--- src/rtl/cmos_capture_pkg.sv ---
// Shared state encoding, byte-phase constants and default geometry for the
// CMOS RGB565 capture path.
package cmos_capture_pkg;

  typedef enum logic [1:0] {
    ST_IDLE   = 2'd0,
    ST_SKIP   = 2'd1,
    ST_ACTIVE = 2'd2
  } capState_e;

  localparam logic PHASE_HI = 1'b0;
  localparam logic PHASE_LO = 1'b1;

  localparam int DEF_FRAME_SKIP = 10;
  localparam int DEF_H_PIXELS   = 640;
  localparam int DEF_V_LINES    = 480;

  localparam int PIX_CNT_W  = 11;
  localparam int LINE_CNT_W = 10;
  localparam int SKIP_CNT_W = 16;

endpackage

--- src/rtl/cmos_byte_pack.sv ---
// Pairs sensor bytes (high byte first) into RGB565 pixels and emits a one-cycle
// strobe with each completed pixel; an unpaired trailing byte is dropped.
module cmos_byte_pack
  import cmos_capture_pkg::*;
(
  input  logic        clk_i,
  input  logic        rst_i,
  input  logic        enable_i,
  input  logic        href_i,
  input  logic [7:0]  data_i,
  output logic [15:0] pixel_o,
  output logic        strobe_o,
  output logic        pairDone_o
);

  logic        phase_q, phase_d;
  logic [7:0]  hiByte_q, hiByte_d;
  logic [15:0] pixel_q, pixel_d;
  logic        strobe_q, strobe_d;

  // The pixel register only loads on a strobe, so the output holds between pixels.
  always_comb begin
    phase_d    = PHASE_HI;
    hiByte_d   = hiByte_q;
    pixel_d    = pixel_q;
    strobe_d   = 1'b0;
    pairDone_o = 1'b0;
    if (href_i) begin
      phase_d = ~phase_q;
      if (phase_q == PHASE_HI) begin
        hiByte_d = data_i;
      end else begin
        pairDone_o = 1'b1;
        if (enable_i) begin
          strobe_d = 1'b1;
          pixel_d  = {hiByte_q, data_i};
        end
      end
    end
  end

  always_ff @(posedge clk_i or posedge rst_i) begin
    if (rst_i) begin
      phase_q  <= PHASE_HI;
      hiByte_q <= '0;
      pixel_q  <= '0;
      strobe_q <= 1'b0;
    end else begin
      phase_q  <= phase_d;
      hiByte_q <= hiByte_d;
      pixel_q  <= pixel_d;
      strobe_q <= strobe_d;
    end
  end

  assign pixel_o  = pixel_q;
  assign strobe_o = strobe_q;

endmodule

--- src/rtl/cmos_capture_rgb565.sv ---
// CMOS sensor capture front end: skips FRAME_SKIP frames after SDRAM init,
// then strobes assembled RGB565 pixels and checks line/frame geometry.
module cmos_capture_rgb565
  import cmos_capture_pkg::*;
#(
  parameter int FRAME_SKIP = DEF_FRAME_SKIP,
  parameter int H_PIXELS   = DEF_H_PIXELS,
  parameter int V_LINES    = DEF_V_LINES
) (
  input  logic        clk_cmos,
  input  logic        rst,
  input  logic        sdram_init_done,
  input  logic        cmos_vsync,
  input  logic        cmos_href,
  input  logic [7:0]  cmos_data,
  output logic        cmos_frame_clken,
  output logic [15:0] cmos_frame_data,
  output logic        cmos_frame_valid,
  output logic [7:0]  frame_cnt,
  output logic        line_err,
  output logic        frame_err
);

  localparam logic [31:0]           SKIP_TARGET = 32'(FRAME_SKIP);
  localparam logic [PIX_CNT_W-1:0]  H_TARGET    = PIX_CNT_W'(H_PIXELS);
  localparam logic [LINE_CNT_W-1:0] V_TARGET    = LINE_CNT_W'(V_LINES);

  logic       vsync_q, vsyncDly_q, href_q, hrefDly_q;
  logic [7:0] data_q;

  capState_e state_q, state_d;
  logic captureActive, skipping;

  logic [SKIP_CNT_W-1:0] skipCnt_q, skipCnt_d;
  logic [PIX_CNT_W-1:0]  pixCnt_q, pixCnt_d;
  logic [LINE_CNT_W-1:0] lineCnt_q, lineCnt_d;
  logic [7:0]            frameCnt_q, frameCnt_d;
  logic                  frameValid_q, frameValid_d;

  logic frameStart, frameEnd, lineStart, lineEnd, skipDone, inFrame;
  logic packEnable, pairDone;

  // Sensor pins are sampled once; the delayed copies give edge detection.
  always_ff @(posedge clk_cmos or posedge rst) begin
    if (rst) begin
      vsync_q    <= 1'b0;
      vsyncDly_q <= 1'b0;
      href_q     <= 1'b0;
      hrefDly_q  <= 1'b0;
      data_q     <= '0;
    end else begin
      vsync_q    <= cmos_vsync;
      vsyncDly_q <= vsync_q;
      href_q     <= cmos_href;
      hrefDly_q  <= href_q;
      data_q     <= cmos_data;
    end
  end

  assign frameStart = vsyncDly_q & ~vsync_q;
  assign frameEnd   = ~vsyncDly_q & vsync_q;
  assign lineStart  = href_q & ~hrefDly_q;
  assign lineEnd    = hrefDly_q & ~href_q;
  assign skipDone   = (32'(skipCnt_q) + 32'd1) >= SKIP_TARGET;

  always_ff @(posedge clk_cmos or posedge rst) begin
    if (rst) state_q <= ST_IDLE;
    else     state_q <= state_d;
  end

  always_comb begin
    state_d = state_q;
    unique case (state_q)
      ST_IDLE:   if (sdram_init_done) state_d = ST_SKIP;
      ST_SKIP: begin
        if (!sdram_init_done)          state_d = ST_IDLE;
        else if (frameEnd && skipDone) state_d = ST_ACTIVE;
      end
      ST_ACTIVE: if (!sdram_init_done) state_d = ST_IDLE;
      default:   state_d = ST_IDLE;
    endcase
  end

  always_comb begin
    captureActive = 1'b0;
    skipping      = 1'b0;
    unique case (state_q)
      ST_SKIP:   skipping      = 1'b1;
      ST_ACTIVE: captureActive = 1'b1;
      default:   ;
    endcase
  end

  // A frame only becomes valid on a fresh frame start, so a partial frame at
  // ACTIVE entry is never captured.
  always_comb begin
    skipCnt_d    = '0;
    pixCnt_d     = pixCnt_q;
    lineCnt_d    = lineCnt_q;
    frameCnt_d   = frameCnt_q;
    frameValid_d = frameValid_q;

    if (skipping) skipCnt_d = frameEnd ? skipCnt_q + SKIP_CNT_W'(1) : skipCnt_q;

    if (lineStart)                     pixCnt_d = '0;
    else if (pairDone && pixCnt_q != '1) pixCnt_d = pixCnt_q + PIX_CNT_W'(1);

    if (frameStart)                       lineCnt_d = '0;
    else if (lineEnd && lineCnt_q != '1)  lineCnt_d = lineCnt_q + LINE_CNT_W'(1);

    if (!sdram_init_done || !captureActive) frameValid_d = 1'b0;
    else if (frameStart)                    frameValid_d = 1'b1;
    else if (frameEnd)                      frameValid_d = 1'b0;

    if (captureActive && frameValid_q && frameEnd) frameCnt_d = frameCnt_q + 8'd1;
  end

  always_ff @(posedge clk_cmos or posedge rst) begin
    if (rst) begin
      skipCnt_q    <= '0;
      pixCnt_q     <= '0;
      lineCnt_q    <= '0;
      frameCnt_q   <= '0;
      frameValid_q <= 1'b0;
    end else begin
      skipCnt_q    <= skipCnt_d;
      pixCnt_q     <= pixCnt_d;
      lineCnt_q    <= lineCnt_d;
      frameCnt_q   <= frameCnt_d;
      frameValid_q <= frameValid_d;
    end
  end

  assign inFrame    = captureActive & frameValid_q;
  assign packEnable = inFrame & sdram_init_done;

  cmos_byte_pack uPack (
    .clk_i      (clk_cmos),
    .rst_i      (rst),
    .enable_i   (packEnable),
    .href_i     (href_q),
    .data_i     (data_q),
    .pixel_o    (cmos_frame_data),
    .strobe_o   (cmos_frame_clken),
    .pairDone_o (pairDone)
  );

  assign cmos_frame_valid = frameValid_q;
  assign frame_cnt        = frameCnt_q;
  assign line_err         = inFrame & lineEnd & (pixCnt_q != H_TARGET);
  assign frame_err        = inFrame & frameEnd & (lineCnt_q != V_TARGET);

endmodule

--- config.mk ---
export PLATFORM = sky130hd
export DESIGN_NAME = cmos_capture_rgb565
export DESIGN_NICKNAME = d
export VERILOG_FILES = /design/src/rtl/cmos_capture_pkg.sv /design/src/rtl/cmos_byte_pack.sv /design/src/rtl/cmos_capture_rgb565.sv
export SDC_FILE = /design/constraint.sdc
export NUM_CORES = 1
export LEC_CHECK = 0
export CORE_ASPECT_RATIO = 1.75
export CORE_MARGIN = 4
export CORE_UTILIZATION = 55
export DETAILED_ROUTE_END_ITERATION = 8
export PLACE_DENSITY = 0.88
export SLEW_MARGIN = 0
export SYNTH_ARGS = -nofsm -noshare
export SYNTH_HDL_FRONTEND = slang
export SYNTH_SLANG_ARGS = --single-unit
--- constraint.sdc ---
create_clock -name clk_cmos -period 4.6 [get_ports clk_cmos]
set_input_delay 0.46 -clock clk_cmos [delete_from_list [all_inputs] [get_ports clk_cmos]]
set_output_delay 0.46 -clock clk_cmos [all_outputs]
set_load 0.05 [all_outputs]
==> results of run 1 <==
## stage by stage
step           utilization, %  worst slack, ps  power [mW]  cells  hold WS (ps)
6_report                 66.4             1340        1.59    488           404
5_1_grt                  66.4             1160        1.65    488           431
4_1_cts                  66.4             1320        1.61    488           409
3_5_place_dp             62.4             1710       0.909    472           395
3_3_place_gp             62.4             1760       0.900    472           386
2_1_floorplan               -             1880       0.875    362           380
## sequential cells by signal, summed over array words and instances, names as in the netlist
| register | cells |
|---|---|
| uPack.pixel_o | 16 |
| hrefDly_q | 1 |
| cmos_frame_valid | 1 |
| vsync_q | 1 |
| data_q | 8 |
| state_q | 2 |
| href_q | 1 |
| uPack.hiByte_q | 8 |
| uPack.strobe_o | 1 |
| frame_cnt | 8 |
| uPack.phase_q | 1 |
| pixCnt_q | 11 |
| vsyncDly_q | 1 |
| skipCnt_q | 16 |
| lineCnt_q | 10 |
## power by group
group | internal, mW | total (mW) | leakage [nW] | switching, mW
clock | 0.387 | 0.691 | 0.142 | 0.303
combinational | 0.0398 | 0.0922 | 0.879 | 0.0525
sequential | 0.782 | 0.803 | 1.15 | 0.0210
## worst paths after layout
kind / to / slack, ps / cells after the start
max: frame_err / 1340 / 5
min: vsyncDly_q / 400 / 0
max reg2reg: state_q[0] / 2230 / 7
min reg2reg: vsyncDly_q / 400 / 0
max in group asynchronous: uPack.pixel_o[3] / 3060 / 3
min in group asynchronous: pixCnt_q[8] / 600 / 2
## cell families after synthesis
| kind of cell | synth area share [%] |
|---|---|
| xor+xnor | 8.85 |
| compound gates | 4.44 |
| flops | 53.1 |
| buf+inv | 3.67 |
| fa+ha+maj | 2.78 |
| simple gates | 18.8 |
| mux | 8.45 |
## layout by cell type (no fill, tap or decap), types with 2 or more instances in the layout
cell	n
dfrtp_1	86
nor2_1	49
clkdlybuf4s50_1	40
mux2_2	25
xor2_1	23
nand2_1	18
xnor2_1	18
nand3_1	16
inv_1	13
nand4_1	13
ha_1	9
clkbuf_16	9
a21oi_1	6
nor2b_1	5
and3_1	5
nor3_1	5
mux2i_1	5
and4_1	4
nor4_1	4
and2_1	3
nand2b_1	3
nor3b_1	3
a211oi_1	2
clkinv_2	2
o21ai_0	2
or3_1	2
o31ai_1	2
clkinv_4	2
buf_4	2
## area by class of cell
| type | instances | area, um^2 |
|---|---|---|
| clock buffer | 11 | 243 |
| clock inverter | 5 | 42.5 |
| fill | 521 | 2410 |
| inverter | 14 | 53.8 |
| multi-input combinational | 244 | 1760 |
| sequential | 86 | 2150 |
| tap | 86 | 108 |
| timing repair buffer | 42 | 415 |
## layer usage
metal,global-route usage (%),vias to the layer above
met1,22.3,1403
met2,33.9,55
met3,4.87,14
met5,0,-
li1,-,1310
met4,9.01,0
==> metrics, run 1 <==
status complete, no violations; Final min period 3260 ps; f_max 307 MHz; RSZ-0062 raised after global routing no; clock latency on the worst-skew pair 340 ps; Cell variety after synth 52; Top FF cell, synth dfrtp_1; vias in the first global route 2825; Initial Utilization 56.5%; met1 WL 3070 um; initial antenna violation count 0; final hold vios 0; # DRC 0; Cells after Synth 362; n_diodes 0; Static Leak 2.17 nW; design area 4770 um^2; Post-synth EDFFs 0; syn avg cell area 11.2 um^2; Core Area 7180 um^2; Post-CTS Setup Bufs 0; Synth area leader dfrtp_1; Layout area overhead 17.6%; highest metal used met4; Slew HR 42.6%; Syn Nets 384; CP max FO 15; type of origin of the critical path flop; Clock Tree Root clkbuf_16; slowest stage delay, CP 830 ps; largest net degree at the start of global routing 51; Die X 72.9 um; Setup Skew 5.13 ps; Post-synth top cells dfrtp_1, nor2_1, mux2_2, xor2_1; min-delay worst type reg2reg; worst slew pin tran 860 ps; CP startpoint vsyncDly_q; pwr dens 333 nW/um^2; Die Ht 122 um; Critical Path, Cell by Cell inv_1 > ha_1 > and3_1 > a21boi_0 > clkdlybuf4s50_1; sequential area share after synthesis 53.1%; Seq cells post-synth 86; RR Startpoint skipCnt_q[0]; # resized after CTS 0; layout cells sized above 1 13.9%; metal3 WL 241 um; htree depth 3; Clock Tree Buf Depth 2; TritonRoute pass-1 iters 4; Placement Cell Area 4480 um^2; hpwl dp 5370 um; Syn Std Cell Area 4060 um^2; # rows 41; Iter 0 DRT Violations 160; grt total ovfl 0; Final Max Tran Viols 0; CP Buf/Inv Count 2; critical path class reg2out; Crit path max-delay family buffers and inverters; max-cap check violation count 0; clk sinks 86; slowest CP cell clkdlybuf4s50_1; CTS Buf Count 9; average routed wire per standard cell 16.0 um; Crit. End Element output pin; setup tns final 0 ps; first-pass GRT wire length 13400 um; I/O pin cnt 41; RePlAce Congestion 0.873; Peak VDD IR 0.000377 V; period utilisation layout 70.9%; worst path arrival time 2800 ps; count leader, synth dfrtp_1; Hold Buf Count CTS 0; required time worst endpoint 4140 ps; All-Layer GR Usage 19.6%; post-synth top area share 53.1%; final setup vio count 0; DIE AREA 8870 um^2; Hold Crit Start vsync_q; nets 419; post-synthesis async set-or-reset flop share 100%; Post-Route WL 7810 um; routed vias 2782; post-route ant nets 0; number of vias per cell 5.70; top cells by area, synth dfrtp_1, mux2_2, xor2_1, nor2_1, xnor2_1; PortBufs 40; clk slew on worst S/H paths 60 ps; routed wl met2 4310 um; CTS tree built; synth warn 0
Note: power is estimated with default switching activity, not from simulation.
==> inputs of run 2 (changes only) <==
--- a/config.mk
+++ b/config.mk
@@ -7,9 +7,9 @@
 export LEC_CHECK = 0
 export CORE_ASPECT_RATIO = 1.75
 export CORE_MARGIN = 4
-export CORE_UTILIZATION = 55
+export CORE_UTILIZATION = 51
 export DETAILED_ROUTE_END_ITERATION = 8
-export PLACE_DENSITY = 0.88
+export PLACE_DENSITY = 0.87
 export SLEW_MARGIN = 0
 export SYNTH_ARGS = -nofsm -noshare
 export SYNTH_HDL_FRONTEND = slang
==> constraint.sdc (replaced) <==
create_clock -name clk_cmos -period 2.9 [get_ports clk_cmos]
set_input_delay 0.29 -clock clk_cmos [delete_from_list [all_inputs] [get_ports clk_cmos]]
set_output_delay 0.29 -clock clk_cmos [all_outputs]
set_load 0.05 [all_outputs]
==> metrics, run 2 (same netlist as run 1, synthesis figures left out) <==
status complete, no violations; f_max 395 MHz; final setup vio count 0; Die X 75.4 um; Fill cells 598; Core Area 7670 um^2; final core occ 62.3%; Crit. End Element output pin; Clock Tree Buf Depth 2; number of vias per cell 5.57; Final min period 2530 ps; All-Layer GR Usage 18.5%; post-route ant nets 0; RePlAce Congestion 0.886; # rows 42; FF/Latch Area 2150 um^2; setup tns final 0 ps; Static Leak 2.17 nW; Post-CTS Setup Bufs 0; hpwl dp 5570 um; I/O pin cnt 41; Initial Utilization 52.9%; worst path arrival time 2240 ps; critical path class reg2out; largest net degree at the start of global routing 52; slowest stage delay, CP 840 ps; pwr dens 519 nW/um^2; Setup Skew 7.33 ps; htree depth 3; PortBufs 40; first-pass GRT wire length 13300 um; layout cells sized above 1 14.1%; Slew HR 41.3%; Hold Buf Count CTS 0; multi-input logic area 1760 um^2; Peak VDD IR 0.000510 V; nets 420; most frequent cells in the layout dfrtp_1, nor2_1, clkdlybuf4s50_1; RSZ-0062 raised after global routing no; design area 4780 um^2; required time worst endpoint 2610 ps; DIE AREA 9500 um^2; average routed wire per standard cell 16.1 um; Crit path max-delay family buffers and inverters; Clock Tree Root clkbuf_16; grt total ovfl 0; Critical Path, Cell by Cell inv_1 > ha_1 > and4_1 > a311oi_1 > clkdlybuf4s50_1; # DRC 0; CTS tree built; type of origin of the critical path flop; max-cap check violation count 0; Placement Cell Area 4500 um^2; clock latency on the worst-skew pair 340 ps; vias in the first global route 2911; n_diodes 0; routed vias 2736; Die Ht 126 um; TritonRoute pass-1 iters 4; slowest CP cell clkdlybuf4s50_1; met1 GRT Util 20.4%; period utilisation layout 87.4%; # resized after CTS 0; CP max FO 4; met2 usage 31.4%; clk slew on worst S/H paths 60 ps; min-delay worst type in2async; Iter 0 DRT Violations 149; Final Max Tran Viols 0; CP Buf/Inv Count 2; worst slew pin tran 878 ps; most common cell after layout, fill and taps aside dfrtp_1; CTS Buf Count 9; Post-Route WL 7890 um; gr busiest metal met2; clk sinks 86; final hold vios 0; total power 2.48 mW; GR Util met3 4.31%; Layout area overhead 17.9%; initial antenna violation count 0
==> run 2: changes by cell type in the layout (fill, tap and decap cells not counted) <==
cell / before / now
buf_12: 0 / 1
buf_4: 2 / 3
clkbuf_1: 1 / 2
clkdlybuf4s50_1: 40 / 39
clkinv_2: 2 / 1
clkinvlp_4: 0 / 2
inv_6: 1 / 0
inv_8: 1 / 0
==> run 2: layout make-up <==
| cell class | instances | share of cell area [%] |
|---|---|---|
| clock buffers | 12 | 5.15 |
| clock inverters | 4 | 0.680 |
| inverters | 14 | 1.12 |
| multi-input cells | 244 | 36.7 |
| flip-flops and latches | 86 | 45.0 |
| well taps | 88 | 2.30 |
| repair buffers | 43 | 9.05 |
==> run 2: metrics by stage <==
stage	hold WS [ps]	setup WS, ps	cells
2_1_floorplan	321	352	362
3_3_place_gp	394	706	475
3_5_place_dp	412	576	475
4_1_cts	361	347	491
5_1_grt	386	255	491
6_report	342	366	491
==> run 2: where the power goes <==
group	internal (mW)	switching, mW
combinational	0.0647	0.0840
sequential	1.24	0.0331
clock	0.606	0.455
total	1.91	0.572
==> run 2: final timing paths <==
check	from	end	slack [ps]	cells past startpoint
max	pixCnt_q[0]	line_err	370	5
max reg2reg	skipCnt_q[0]	state_q[0]	500	7
max in group asynchronous	rst	uPack.strobe_o	1900	3
min in group clk_cmos	cmos_data[5]	data_q[5]	400	1
min	rst	skipCnt_q[1]	340	2
min reg2reg	vsync_q	vsyncDly_q	430	0
==> run 2: worst reg2reg max path, stage by stage (launching register included) <==
cell and delay [ps]:
dfrtp_1 480, ha_1 350, nand3_1 100, nor2_1 190
mux2_1 360, a2111oi_2 330, nand4_1 190, a311oi_2 310
==> run 2: per-layer routing <==
metal  routed length [um]  share of wire (%)
met1                 2970                 38
met2                 4410                 56
met5                    0                  0
met4                  251                3.2
met3                  255                3.2
